===== src/rtl/rv32i_types.sv =====
// Shared types for the core-swap sequencer.
//   swap_state_t   : sequencer FSM state encoding
//   ARCH_IDX_W     : width of an architectural register index
//   FIRST_COPY_IDX : first register copied (x0 is hard-wired and skipped)
package rv32i_types;

    localparam int ARCH_IDX_W = 5;
    localparam logic [ARCH_IDX_W-1:0] FIRST_COPY_IDX = 5'd1;

    typedef enum logic [2:0] {
        S_IDLE,
        S_STALL,
        S_DRAIN,
        S_COPY,
        S_PC,
        S_DONE,
        S_ABORT
    } swap_state_t;

endpackage


===== src/rtl/swap_drain_monitor.sv =====
// Drain monitor for the core-swap sequencer.
// Counts consecutive cycles with both back ends empty and total cycles spent
// draining, and flags when copying may start or the drain has timed out.
// Ports:
//   clk, rst                        : clock, asynchronous active-low reset
//   in_drain                        : sequencer is in its DRAIN state
//   ooo_rob_empty, ppl_pipe_empty   : back-end empty indications
//   drain_ok                        : this cycle completes the stable window
//   drain_timeout                   : this cycle is the last allowed DRAIN cycle
module swap_drain_monitor #(
    parameter int DRAIN_STABLE  = 2,
    parameter int DRAIN_TIMEOUT = 1024
) (
    input  logic clk,
    input  logic rst,
    input  logic in_drain,
    input  logic ooo_rob_empty,
    input  logic ppl_pipe_empty,
    output logic drain_ok,
    output logic drain_timeout
);

    localparam int STABLE_W  = (DRAIN_STABLE  > 1) ? $clog2(DRAIN_STABLE)  : 1;
    localparam int TIMEOUT_W = (DRAIN_TIMEOUT > 1) ? $clog2(DRAIN_TIMEOUT) : 1;
    localparam logic [STABLE_W-1:0]  STABLE_LAST  = STABLE_W'(DRAIN_STABLE - 1);
    localparam logic [TIMEOUT_W-1:0] TIMEOUT_LAST = TIMEOUT_W'(DRAIN_TIMEOUT - 1);

    logic [STABLE_W-1:0]  stable_cnt_q, stable_cnt_d;
    logic [TIMEOUT_W-1:0] timeout_cnt_q, timeout_cnt_d;
    logic                 both_empty;

    assign both_empty    = ooo_rob_empty & ppl_pipe_empty;
    assign drain_ok      = in_drain & both_empty & (stable_cnt_q == STABLE_LAST);
    assign drain_timeout = in_drain & (timeout_cnt_q == TIMEOUT_LAST);

    // Counters only run while draining; leaving DRAIN (either way) clears
    // them so the next swap starts from a clean window.
    always_comb begin
        stable_cnt_d  = '0;
        timeout_cnt_d = '0;
        if (in_drain && !drain_ok && !drain_timeout) begin
            timeout_cnt_d = timeout_cnt_q + TIMEOUT_W'(1);
            if (both_empty) begin
                stable_cnt_d = stable_cnt_q + STABLE_W'(1);
            end
        end
    end

    always_ff @(posedge clk or negedge rst) begin
        if (!rst) begin
            stable_cnt_q  <= '0;
            timeout_cnt_q <= '0;
        end else begin
            stable_cnt_q  <= stable_cnt_d;
            timeout_cnt_q <= timeout_cnt_d;
        end
    end

endmodule


===== src/rtl/core_swap_sequencer.sv =====
// Core-swap sequencer: migrates a thread between the out-of-order core and
// the in-order pipelined core. Stalls both front ends, waits for both back
// ends to drain, cross-copies x1..x31, cross-loads the committed PCs, then
// releases the stalls and pulses swap_done (or swap_abort on drain timeout).
// Ports:
//   clk, rst                          : clock, asynchronous active-low reset
//   swap_req                          : scheduler request, sampled in IDLE
//   ooo_rob_empty, ppl_pipe_empty     : back-end empty indications
//   ooo_commit_pc, ppl_commit_pc      : next PC to commit on each core
//   ooo_fetch_stall, ppl_fetch_stall  : front-end stalls
//   rf_rd_idx, ooo/ppl_rf_rdata       : shared read index, data next cycle
//   rf_we, rf_wr_idx, ooo/ppl_rf_wdata: crossed write port to both regfiles
//   pc_load, ooo/ppl_pc_load_val      : one-cycle swapped PC load
//   busy, swap_done, swap_abort       : status and completion pulses
//   swap_count                        : completed swaps (wrapping)
module core_swap_sequencer
    import rv32i_types::*;
#(
    parameter int DRAIN_STABLE  = 2,
    parameter int DRAIN_TIMEOUT = 1024,
    parameter int NUM_ARCH_REGS = 32
) (
    input  logic                  clk,
    input  logic                  rst,
    input  logic                  swap_req,
    input  logic                  ooo_rob_empty,
    input  logic                  ppl_pipe_empty,
    input  logic [31:0]           ooo_commit_pc,
    input  logic [31:0]           ppl_commit_pc,
    output logic                  ooo_fetch_stall,
    output logic                  ppl_fetch_stall,
    output logic [ARCH_IDX_W-1:0] rf_rd_idx,
    input  logic [31:0]           ooo_rf_rdata,
    input  logic [31:0]           ppl_rf_rdata,
    output logic                  rf_we,
    output logic [ARCH_IDX_W-1:0] rf_wr_idx,
    output logic [31:0]           ooo_rf_wdata,
    output logic [31:0]           ppl_rf_wdata,
    output logic                  pc_load,
    output logic [31:0]           ooo_pc_load_val,
    output logic [31:0]           ppl_pc_load_val,
    output logic                  busy,
    output logic                  swap_done,
    output logic                  swap_abort,
    output logic [15:0]           swap_count
);

    localparam logic [ARCH_IDX_W-1:0] LAST_COPY_IDX = ARCH_IDX_W'(NUM_ARCH_REGS - 1);

    swap_state_t           state_q, state_d;
    logic [ARCH_IDX_W-1:0] rd_idx_q, rd_idx_d;
    logic                  we_q, we_d;
    logic [ARCH_IDX_W-1:0] wr_idx_q, wr_idx_d;
    logic [31:0]           ooo_wdata_q, ooo_wdata_d;
    logic [31:0]           ppl_wdata_q, ppl_wdata_d;
    logic [31:0]           ooo_pc_cap_q, ooo_pc_cap_d;
    logic [31:0]           ppl_pc_cap_q, ppl_pc_cap_d;
    logic [15:0]           count_q, count_d;
    logic                  in_drain;
    logic                  drain_ok;
    logic                  drain_timeout;

    assign in_drain = (state_q == S_DRAIN);

    swap_drain_monitor #(
        .DRAIN_STABLE  (DRAIN_STABLE),
        .DRAIN_TIMEOUT (DRAIN_TIMEOUT)
    ) u_drain_monitor (
        .clk            (clk),
        .rst            (rst),
        .in_drain       (in_drain),
        .ooo_rob_empty  (ooo_rob_empty),
        .ppl_pipe_empty (ppl_pipe_empty),
        .drain_ok       (drain_ok),
        .drain_timeout  (drain_timeout)
    );

    // Next-state logic. A drain that completes on its final allowed cycle
    // still proceeds to COPY.
    always_comb begin
        state_d = state_q;
        case (state_q)
            S_IDLE:  if (swap_req) state_d = S_STALL;
            S_STALL: state_d = S_DRAIN;
            S_DRAIN: begin
                if (drain_ok)           state_d = S_COPY;
                else if (drain_timeout) state_d = S_ABORT;
            end
            S_COPY:  if (rd_idx_q == LAST_COPY_IDX) state_d = S_PC;
            S_PC:    state_d = S_DONE;
            S_DONE:  state_d = S_IDLE;
            S_ABORT: state_d = S_IDLE;
            default: state_d = S_IDLE;
        endcase
    end

    // Copy pipeline: the read index is launched from a flop, the regfiles
    // return data by the next edge, and the write stage registers index and
    // crossed data so the write lands one cycle after its read.
    always_comb begin
        rd_idx_d     = '0;
        we_d         = (state_q == S_COPY);
        wr_idx_d     = (state_q == S_COPY) ? rd_idx_q : '0;
        ooo_wdata_d  = ooo_wdata_q;
        ppl_wdata_d  = ppl_wdata_q;
        ooo_pc_cap_d = ooo_pc_cap_q;
        ppl_pc_cap_d = ppl_pc_cap_q;
        count_d      = count_q;

        if (in_drain && drain_ok) begin
            rd_idx_d     = FIRST_COPY_IDX;
            ooo_pc_cap_d = ooo_commit_pc;
            ppl_pc_cap_d = ppl_commit_pc;
        end else if (state_q == S_COPY && rd_idx_q != LAST_COPY_IDX) begin
            rd_idx_d = rd_idx_q + ARCH_IDX_W'(1);
        end

        if (state_q == S_COPY) begin
            ooo_wdata_d = ppl_rf_rdata;
            ppl_wdata_d = ooo_rf_rdata;
        end

        if (state_q == S_DONE) begin
            count_d = count_q + 16'd1;
        end
    end

    always_ff @(posedge clk or negedge rst) begin
        if (!rst) begin
            state_q      <= S_IDLE;
            rd_idx_q     <= '0;
            we_q         <= 1'b0;
            wr_idx_q     <= '0;
            ooo_wdata_q  <= '0;
            ppl_wdata_q  <= '0;
            ooo_pc_cap_q <= '0;
            ppl_pc_cap_q <= '0;
            count_q      <= '0;
        end else begin
            state_q      <= state_d;
            rd_idx_q     <= rd_idx_d;
            we_q         <= we_d;
            wr_idx_q     <= wr_idx_d;
            ooo_wdata_q  <= ooo_wdata_d;
            ppl_wdata_q  <= ppl_wdata_d;
            ooo_pc_cap_q <= ooo_pc_cap_d;
            ppl_pc_cap_q <= ppl_pc_cap_d;
            count_q      <= count_d;
        end
    end

    // Outputs decode registered state only.
    assign busy            = (state_q != S_IDLE);
    assign ooo_fetch_stall = (state_q == S_STALL) || (state_q == S_DRAIN) ||
                             (state_q == S_COPY)  || (state_q == S_PC);
    assign ppl_fetch_stall = ooo_fetch_stall;
    assign rf_rd_idx       = rd_idx_q;
    assign rf_we           = we_q;
    assign rf_wr_idx       = wr_idx_q;
    assign ooo_rf_wdata    = ooo_wdata_q;
    assign ppl_rf_wdata    = ppl_wdata_q;
    assign pc_load         = (state_q == S_PC);
    assign ooo_pc_load_val = ppl_pc_cap_q;
    assign ppl_pc_load_val = ooo_pc_cap_q;
    assign swap_done       = (state_q == S_DONE);
    assign swap_abort      = (state_q == S_ABORT);
    assign swap_count      = count_q;

endmodule

===== config.mk =====
export PLATFORM = sky130hd
export DESIGN_NAME = core_swap_sequencer
export DESIGN_NICKNAME = d
export VERILOG_FILES = /design/src/rtl/rv32i_types.sv /design/src/rtl/swap_drain_monitor.sv /design/src/rtl/core_swap_sequencer.sv
export SDC_FILE = /design/constraint.sdc
export NUM_CORES = 1
export LEC_CHECK = 0
export CAP_MARGIN = 20
export CORE_ASPECT_RATIO = 0.6
export CORE_MARGIN = 1
export CORE_UTILIZATION = 45
export CTS_CLUSTER_SIZE = 40
export DETAILED_ROUTE_END_ITERATION = 8
export GPL_ROUTABILITY_DRIVEN = 1
export PLACE_DENSITY = 0.95
export SYNTH_ARGS = -nofsm -noshare
export SYNTH_HDL_FRONTEND = slang
export SYNTH_SLANG_ARGS = --single-unit

===== constraint.sdc =====
create_clock -name clk -period 4.3 [get_ports clk]
set_input_delay 0.86 -clock clk [delete_from_list [all_inputs] [get_ports clk]]
set_output_delay 0.86 -clock clk [all_outputs]
set_load 0.05 [all_outputs]

# Yosys cells after proc, flatten, opt, wreduce, memory -nomap -nowiden
# Cells that the tools add are included.
# op_classes
addsub	4
mul	0
div	0
n_lt_le_gt_ge	0
n_eq_ne	12
shifts	0
n_mux	11
n_bitwise	4
n_reduce_logical	12
# op_table
operator	count
16-bit by 1-bit adder with 16-bit output, second input constant	1
5-bit two-way mux	3
3-bit one-hot mux with 5 select lines	1
3-bit two-way mux	4
10-bit by 1-bit adder with 10-bit output, second input constant	1
10-bit == test, second input constant	1
10-bit two-way mux	1
3-bit == test, second input constant	3
3-bit by 2-bit == test with 1-bit output, second input constant	2
5-bit by 1-bit adder with 5-bit output, second input constant	1
5-bit == test, second input constant	1
5-bit inequality test, second input constant	1
1-bit bitwise AND	4
1-bit logical AND	4
3-bit by 1-bit == test with 1-bit output, second input constant	1
3-bit logical NOT	1
1-bit logical OR	3
3-bit by 1-bit inequality test with 1-bit output, second input constant	1
3-bit AND reduction	1
3-bit nonzero test	1
1-bit logical NOT	2
1-bit two-way mux	2
2-bit by 1-bit inequality test with 1-bit output, second input constant	1
2-bit inequality test, second input constant	1
1-bit adder, second input constant	1
# totals
regBits	169
latchBits	0
ramBits	0
romBits	0
output_inout_bits	161
word_cells	54
n_memories	0

# Logic depth before layout (Yosys ltp)
# Gate-level depths: netlist of run 1.
# depth
ltp_word	7
ltp_mapped	8
depth_no_buf	7

# By module
# A second synthesis of run 1 with hierarchy kept.
# hier_totals
hier_cells	574
area_unflattened_um2	6929.1
# by_module_without_submodules
module	n_inst	cells_each	area_each_um2	seq_area_each_um2
core_swap_sequencer	1	520	6386.1	3953.8
swap_drain_monitor	1	54	543.0	275.3

# Least setup slack after synthesis of run 1
# Ideal clock, no wire load.
# synth_timing
path_type	register to output
start	register state_q[0]
end	output ppl_fetch_stall
arrival_time_ns	2.020
t_required_ns	3.440
setup_slack_ns	1.420
stages_incl_launch_ff	6
cell_sequence	dfrtp_1 buf_2 clkbuf_1 nor2_1 xnor2_1 buf_4
# synth_between
elab_chain_cells	4
# synth_rtl
element	line_no	text
start, declared	core_swap_sequencer.sv:50	swap_state_t state_q, state_d;
start signal, assigned	core_swap_sequencer.sv:140	state_q <= state_d;
3-bit by 1-bit == test with 1-bit output or 3-bit by 2-bit == test with 1-bit output (tied branches)	core_swap_sequencer.sv:154	assign ooo_fetch_stall = (state_q == S_STALL) || (state_q == S_DRAIN) ||
1-bit logical OR (2 in a row)	core_swap_sequencer.sv:154	
1-bit logical OR (*)	core_swap_sequencer.sv:155	(state_q == S_COPY) || (state_q == S_PC);
end, declared	core_swap_sequencer.sv:31	output logic ppl_fetch_stall,
# Mark *: on every way between the ends. The rest lies on a longest branch, timed or not.

# Worst setup path in the final report of run 1
# Ends and elaborated chain as after synthesis.

==> impl_metrics.json, run 1 <==
{
  "outcome": "finished clean",
  "syn_nets": 843,
  "drcViolationCount": 0,
  "cp.required_ns": 3.44,
  "netlist_instances": 706,
  "hold_path.class": "register to register",
  "cts_resized": 0,
  "p_leak_nw": 5.080,
  "grt.total_usage_pct": 25.00,
  "area_growth_pct": 53.90,
  "crit_arrival_ns": 2.47,
  "vias": 5859,
  "port_buffers": 293,
  "synth_area_per_cell_um2": 9.466,
  "synth_edf_count": 0,
  "core_um2": 14510,
  "synth.top_cell.area_share_pct": 63.28,
  "cp_cell_sequence": "nor2_1 > xnor2_1 > clkdlybuf4s50_1",
  "slew_headroom_pct": 45.37,
  "cts_buffers": 17,
  "dieArea_um2": 15360,
  "drive_gt1_share_pct": 4.990,
  "period_minus_slack_ns": 3.328,
  "slew_violations": 0,
  "gp_congestion": 0.8335,
  "finalHoldViolations": 0,
  "ys_seq_elements": 169,
  "synth_area_leader_cell": "dfrtp_1",
  "ys.flop_type": "dfrtp_1",
  "post_cts_buffers": 0,
  "syn-cell-area_um2": 6683,
  "cts-root-buf": "clkbuf_16",
  "layout.nets": 1126,
  "grt_pass1_wl_um": 29440,
  "path_clk_slew_ns": 0.07,
  "die_h_um": 96.40,
  "ys_seq_area_share_pct": 63.28,
  "wire_per_inst_um": 15.97,
  "io_pins": 294,
  "fillCellCount": 1047,
  "finalInstanceArea_um2": 10280,
  "grt_overflow": 0,
  "antenna_found_initial": 0,
  "place_area_um2": 9716,
  "cp_max_fo": 18,
  "routed_wirelength_um": 19160,
  "grt_pass1_vias": 5557,
  "vdd_drop_max_mv": 0.4525,
  "fin_crit_sh_pct": 77.40,
  "rr_worst_depth": 6,
  "finalSetupViolCount": 0,
  "synthTopCellsByArea": "dfrtp_1 (63%), nand2_1 (22%), xnor2_1 (2.0%)",
  "final_cells": 1200,
  "fmax_mhz": 300.5,
  "cts_hold_buf": 0,
  "die_w_um": 159.3,
  "drt_iter0_markers": 342,
  "crit_type": "register to output port",
  "synth-warning-count": 0,
  "core.rowCount": 34,
  "numClockSinks": 169,
  "hold_depth": 1,
  "power_density_nw_per_um2": 818.7,
  "synth_cell_type_count": 38,
  "tritoncts": "done",
  "cap_violations": 0,
  "worst_clock_skew_ns": 0.01498,
  "avgViaCountPerCell": 4.883,
  "dp_cells": 1168,
  "rsz0062_at_grt": "false",
  "clock_path_buffers": 2,
  "final.setup.tns_ns": 0,
  "cpPeakStageDelay_ns": 0.88,
  "insertion_delay_ns": 0.42,
  "worstSetupEndpointType": "output port",
  "tightest_slew_ns": 0.8195,
  "ant_nets": 0,
  "startpoint_type": "register",
  "htree_levels": 4,
  "synthArstFlopShare_pct": 100.0,
  "first_pass_iters": 4,
  "dp_hpwl_um": 13690,
  "grt_max_degree": 91,
  "critPathSlowestCell": "clkdlybuf4s50_1",
  "diodes": 0,
  "start_util_pct": 46.07
}
## state kept, by name, indices dropped and copies added, names as in the netlist
signal / flops
ooo_pc_load_val: 32
ooo_rf_wdata: 32
ppl_pc_load_val: 32
ppl_rf_wdata: 32
rf_rd_idx: 5
rf_we: 1
rf_wr_idx: 5
state_q: 3
swap_count: 16
u_drain_monitor.stable_cnt_q: 1
u_drain_monitor.timeout_cnt_q: 10
## layer usage
layer / vias to the layer above / share of wire, % / GRT usage, %
li1: 2764 / - / -
met1: 2849 / 42 / 32.67
met2: 220 / 49 / 41.92
met3: 26 / 6.8 / 6.018
met4: 0 / 1.5 / 7.933
met5: - / 0 / 0
## cells in the final DEF (no fill, tap or decap), types with 4 or more instances in the layout
cell               n
nand3_1           12
ha_1               4
xor2_1             9
xnor2_1           15
inv_8              5
clkdlybuf4s50_1  292
nor2_1            18
clkbuf_16         17
nand2_1          391
buf_4              4
dfrtp_1          169
and3_1            13
inv_1              5
inv_6              6
## cell type report
| cell class | instances | area (µm²) | area share, % |
|---|---|---|---|
| Sequential cell | 169 | 4229 | 41.12 |
| Timing Repair Buffer | 298 | 2984 | 29.01 |
| Multi-Input combinational cell | 496 | 2228 | 21.67 |
| Clock buffer | 19 | 442.9 | 4.307 |
| Tap cell | 198 | 247.7 | 2.409 |
| Clock inverter | 13 | 126.4 | 1.229 |
| Inverter | 7 | 26.28 | 0.2555 |
## path summary, 6_finish.rpt
path	startpoint	endpoint	slack (ns)
max	state_q[0]	ppl_fetch_stall	0.97
min	u_drain_monitor.stable_cnt_q	u_drain_monitor.stable_cnt_q	0.45
max reg2reg	state_q[2]	ooo_rf_wdata[24]	2.21
min reg2reg	u_drain_monitor.stable_cnt_q	u_drain_monitor.stable_cnt_q	0.45
max in group asynchronous	rst	ooo_pc_load_val[18]	2.87
min in group asynchronous	rst	u_drain_monitor.timeout_cnt_q[0]	0.49
## cells in the mapped netlist (2+ instances only)
library cell and count:
a21oi_1 2, a31o_2 2, and3_1 13, buf_1 3
buf_2 12, buf_4 7, buf_6 5, clkbuf_1 6
dfrtp_1 169, ha_1 4, inv_1 6, nand2_1 392
nand3_1 12, nand4_1 3, nor2_1 18, nor3_1 3
nor3_2 3, o211a_1 2, o21ai_0 3, xnor2_1 15
xor2_1 9
## critical path, delay by kind of cell, from the launching register on
| kind | cells | cell delay, ns |
|---|---|---|
| XOR/XNOR | 1 | 0.30 |
| buffers and inverters | 1 | 0.88 |
| flip-flops | 1 | 0.70 |
| AND/OR/NAND/NOR | 1 | 0.18 |
## power breakdown
part           total, mW  switching (mW)  internal (mW)  leakage (nW)
Sequential          2.56           0.389           2.17          2.22
Clock               1.48           0.688          0.789         0.284
Combinational       4.38            3.00           1.38          2.58
Total               8.42            4.08           4.34          5.08
## metrics by stage
stage / setup slack, ns / hold WS (ns) / power (mW) / utilization (%)
5_1_grt: 0.8114 / 0.4683 / 8.828 / 70.90
3_5_place_dp: 1.394 / 0.4407 / 6.963 / 66.97
2_1_floorplan: 1.420 / 0.4099 / 5.343 / -
3_3_place_gp: 1.449 / 0.4287 / 6.833 / 66.97
6_report: 0.9719 / 0.4521 / 8.421 / 70.90
4_1_cts: 0.9753 / 0.4517 / 8.463 / 70.90
## cell families after synthesis
logic type / Yosys count / synth area share [%]
AOI/OAI and AO/OA: 11 / 1.180
xor gates and xnor gates: 24 / 3.146
adders and majority gates: 4 / 0.7490
buffers and inverters: 41 / 3.501
DFF: 169 / 63.28
muxes: 1 / 0.1685
and+or+nand+nor: 456 / 27.97
Power figures use the tool's default switching activity.
==> run 2: changes to the inputs <==
CORE_UTILIZATION = 38   (was 45)
PLACE_DENSITY = 0.88   (was 0.95)
clock period = 2.91 ns   (was 4.3 ns; I/O delays follow)
==> impl_metrics.json, run 2 (same netlist as run 1, synthesis figures left out) <==
{
  "outcome": "finished clean",
  "fmax_mhz": 359.2,
  "rsz0062_at_grt": "false",
  "io_pins": 294,
  "routed_wirelength_um": 18310,
  "tightest_slew_ns": 0.6689,
  "port_buffers": 293,
  "vdd_drop_max_mv": 0.6095,
  "fin_crit_sh_pct": 95.67,
  "place_area_um2": 9813,
  "worstSetupEndpointType": "output port",
  "hold_path.class": "input pin to asynchronous set/reset pin",
  "clock_path_buffers": 2,
  "drive_gt1_share_pct": 5.378,
  "final_common_cell": "nand2_1",
  "area_growth_pct": 55.33,
  "r2r_end": "ooo_rf_wdata[13]",
  "insertion_delay_ns": 0.41,
  "r2r-start": "state_q[2]",
  "slew_headroom_pct": 55.40,
  "worstSetupStartpoint": "state_q[2]",
  "seqCellArea_um2": 4230,
  "fin_worst_hold_slack_ns": 0.1679,
  "core.rowCount": 37,
  "die_h_um": 104.7,
  "cts-root-buf": "clkbuf_16",
  "cp_max_fo": 12,
  "grt_pass1_vias": 5704,
  "cpPeakStageDelay_ns": 0.87,
  "dieArea_um2": 18140,
  "period_minus_slack_ns": 2.784,
  "core_um2": 17180,
  "crit_arrival_ns": 2.20,
  "setup.worst_path.end": "pc_load",
  "rr_worst_depth": 5,
  "fillCellCount": 1429,
  "cts_buffers": 17,
  "cap_violations": 0,
  "start_util_pct": 38.91,
  "grt.total_usage_pct": 20.54,
  "numClockSinks": 169,
  "startpoint_type": "register",
  "wire_per_inst_um": 14.78,
  "avgViaCountPerCell": 4.611,
  "final.setup.tns_ns": 0,
  "drt_iter0_markers": 252,
  "path_clk_slew_ns": 0.07,
  "total_power_mw": 12.36,
  "tritoncts": "done",
  "finalSetupViolCount": 0,
  "finalHoldViolations": 0,
  "crit_type": "register to output port",
  "cp_num_buf_inv": 1,
  "fin_util_pct": 60.44,
  "antenna_found_initial": 1,
  "first_pass_iters": 4,
  "drcViolationCount": 0,
  "dp_hpwl_um": 13070,
  "r2r_slack_ns": 0.96,
  "die_w_um": 173.2,
  "worst_clock_skew_ns": 0.01373,
  "htree_levels": 4,
  "critPathSlowestCell": "clkdlybuf4s50_1",
  "vias": 5713,
  "grt_overflow": 0,
  "worstSetupPathDepth": 2,
  "multi_input_area_um2": 2228,
  "finalInstanceArea_um2": 10380,
  "grt_max_degree": 71,
  "cp.required_ns": 2.33,
  "gp_congestion": 0.8099,
  "power_density_nw_per_um2": 1190,
  "cp_cell_sequence": "nor3b_1 > clkdlybuf4s50_1",
  "most-common-layout-cells": "nand2_1 (391), clkdlybuf4s50_1 (290), dfrtp_1 (168), nor2_1 (18), clkbuf_16 (17)",
  "cts_hold_buf": 0,
  "cpLargestDelayFamily": "buffers and inverters",
  "ant_nets": 0,
  "slew_violations": 0,
  "grt_pass1_wl_um": 29570,
  "layout.nets": 1128,
  "p_leak_nw": 5.089
}
## run 2: where the power goes
group / internal, mW / switching [mW] / leakage [nW]
sequential: 3.21 / 0.539 / 2.22
combinational: 2.04 / 4.41 / 2.60
clock: 1.17 / 0.992 / 0.269
total: 6.42 / 5.94 / 5.09
## run 2: worst min path at each step
stage | start | to | slack [ns] | depth (start not counted)
2_1_floorplan | rst | ooo_pc_load_val[0] | 0.29 | 0
3_3_place_gp | u_drain_monitor.stable_cnt_q | u_drain_monitor.stable_cnt_q | 0.42 | 1
3_5_place_dp | u_drain_monitor.stable_cnt_q | u_drain_monitor.stable_cnt_q | 0.42 | 1
4_1_cts | rst | ooo_pc_load_val[7] | 0.20 | 1
5_1_grt | rst | rf_wr_idx[0] | 0.23 | 1
6_report | rst | rf_wr_idx[2] | 0.17 | 1
## run 2: area by class of cell
| type | instances | area share [%] |
|---|---|---|
| sequential | 169 | 40.75 |
| clock buffer | 20 | 4.400 |
| timing repair buffer | 300 | 29.23 |
| multi-input combinational | 496 | 21.47 |
| inverter | 7 | 0.2531 |
| clock inverter | 12 | 1.049 |
| tap | 234 | 2.821 |
| antenna | 1 | 0.02411 |
## run 2: through the flow
step | setup slack, ns | std cells
after floorplan | 0.3084 | 706
after global placement | 0.3715 | 1206
after detailed placement | 0.3176 | 1206
after CTS | 0.04075 | 1238
after global routing | 0.01721 | 1239
final | 0.1261 | 1239
## run 2: layer usage
metal,share of wire [%],global-route usage [%],vias up
li1,-,-,2755
met1,46,27.93,2769
met2,46,32.60,177
met3,6.5,5.750,12
met4,0.92,4.867,0
met5,0,0,-
## run 2: timing repair
item,CTS,global route
setup endpoints to repair,2,2
buffers inserted,0,0
gates resized for setup,2,1
hold endpoints to repair,0,0
cloned,0,0
==> run 3: changes to the inputs <==
--- a/config.mk
+++ b/config.mk
@@ -12,5 +12,4 @@
 export CTS_CLUSTER_SIZE = 40
 export DETAILED_ROUTE_END_ITERATION = 8
-export GPL_ROUTABILITY_DRIVEN = 1
 export PLACE_DENSITY = 0.88
 export SYNTH_ARGS = -nofsm -noshare
==> constraint.sdc (replaced) <==
create_clock -name clk -period 2.91 [get_ports clk]
set_input_delay 0.582 -clock clk [delete_from_list [all_inputs] [get_ports clk]]
set_output_delay 0.582 -clock clk [all_outputs]
set_load 0.1 [all_outputs]
==> impl_metrics.json, run 3 (same netlist as run 1, synthesis figures left out) <==
{
  "rsz0062_at_grt": "false",
  "grt_pass1_wl_um": 30620,
  "cts_resized": 0,
  "slew_headroom_pct": 61.67,
  "drt_iter0_markers": 340,
  "cts_buffers": 17,
  "ant_nets": 0,
  "area_growth_pct": 49.77,
  "dp_slack_ns": 0.3615,
  "drive_gt1_share_pct": 21.73,
  "finalHoldViolations": 0,
  "most-common-layout-cells": "nand2_1 (391), dfrtp_1 (169), buf_4 (168), clkdlybuf4s50_1 (131), nor2_1 (18)",
  "die_w_um": 173.2,
  "startpoint_type": "register",
  "vias": 5753,
  "dp_hpwl_um": 13680,
  "first_pass_iters": 5,
  "drcViolationCount": 0,
  "grt.total_usage_pct": 21.41,
  "final.setup.tns_ns": 0,
  "cpLargestDelayFamily": "flip-flops",
  "die_h_um": 104.7,
  "start_util_pct": 38.91,
  "numClockSinks": 169,
  "worstSetupPathDepth": 3,
  "fin_crit_sh_pct": 83.75,
  "final_common_cell": "nand2_1",
  "core_um2": 17180,
  "grt_pass1_vias": 5783,
  "crit_type": "register to output port",
  "hold_path.class": "input pin to asynchronous set/reset pin",
  "insertion_delay_ns": 0.41,
  "tritoncts": "done",
  "slew_violations": 0,
  "dp_cells": 1210,
  "dieArea_um2": 18140,
  "routed_wirelength_um": 18710,
  "core.rowCount": 37,
  "htree_levels": 4,
  "outcome": "finished clean",
  "post_cts_buffers": 0,
  "rr_worst_depth": 6,
  "io_pins": 294,
  "cp_num_buf_inv": 1,
  "avgViaCountPerCell": 4.632,
  "place_area_um2": 9453,
  "layout_setup_ws_ns": 0.4729,
  "port_buffers": 293,
  "worstSetupEndpointType": "output port",
  "grt_overflow": 0,
  "cp.required_ns": 2.33,
  "final_cells": 1242,
  "worst_clock_skew_ns": 0.01344,
  "finalSetupViolCount": 0,
  "cpPeakStageDelay_ns": 0.71,
  "gp_congestion": 0.8105,
  "cts-root-buf": "clkbuf_16",
  "period_minus_slack_ns": 2.437,
  "cts_hold_buf": 0,
  "diodes": 0,
  "grt_max_degree": 66,
  "cp_cell_sequence": "nor2_1 > xnor2_2 > buf_4",
  "path_clk_slew_ns": 0.07,
  "critPathSlowestCell": "dfrtp_1",
  "clock_path_buffers": 2,
  "tightest_slew_ns": 0.5750,
  "finalInstanceArea_um2": 10010,
  "wire_per_inst_um": 15.06,
  "cp_max_fo": 18,
  "fmax_mhz": 410.3,
  "antenna_found_initial": 1,
  "cap_violations": 0,
  "layout.nets": 1132,
  "crit_arrival_ns": 1.86
}
[run 3: per-layer routing]
metal	share of wire (%)	track usage (%)	up-vias
met1	47	29.59	2786
met3	6.5	5.932	11
met4	0.53	4.362	2
li1	-	-	2767
met5	0.069	0	-
met2	46	33.76	187
[run 3: area by class of cell]
cell class                      count  area, µm²
Clock buffer                       20      446.7
Fill cell                        1477       7167
Inverter                            7      26.28
Clock inverter                     12      108.9
Multi-Input combinational cell    496       2241
Sequential cell                   169       4229
Tap cell                          234      292.8
Timing Repair Buffer              304       2664
[run 3: final timing paths]
check,start,endpoint,slack [ns]
hold / removal,rst,ooo_pc_load_val[10],0.12
setup reg to reg,state_q[2],ppl_rf_wdata[17],0.81
max in group asynchronous,rst,swap_count[2],2.05
setup / recovery,state_q[0],ooo_fetch_stall,0.47
min in group clk,u_drain_monitor.stable_cnt_q,u_drain_monitor.stable_cnt_q,0.44
hold reg to reg,u_drain_monitor.stable_cnt_q,u_drain_monitor.stable_cnt_q,0.44
[run 3: worst register-to-register path: stages (launching register included)]
cell	delay, ns
dfrtp_1	0.54
and2b_1	0.43
nand2_2	0.38
inv_2	0.19
buf_12	0.28
nand2_1	0.12
nand2_1	0.08
[run 3: per-stage QoR]
stage / utilization, % / hold slack, ns
floorplan: - / 0.2864
global placement: 55.04 / 0.4376
detailed placement: 55.04 / 0.4213
CTS: 58.27 / 0.1351
global route: 58.27 / 0.1468
finish: 58.27 / 0.1212
Power of run 3 is not shown: default switching activity piles up to over one toggle a cycle in this logic, so the estimate is an artifact.
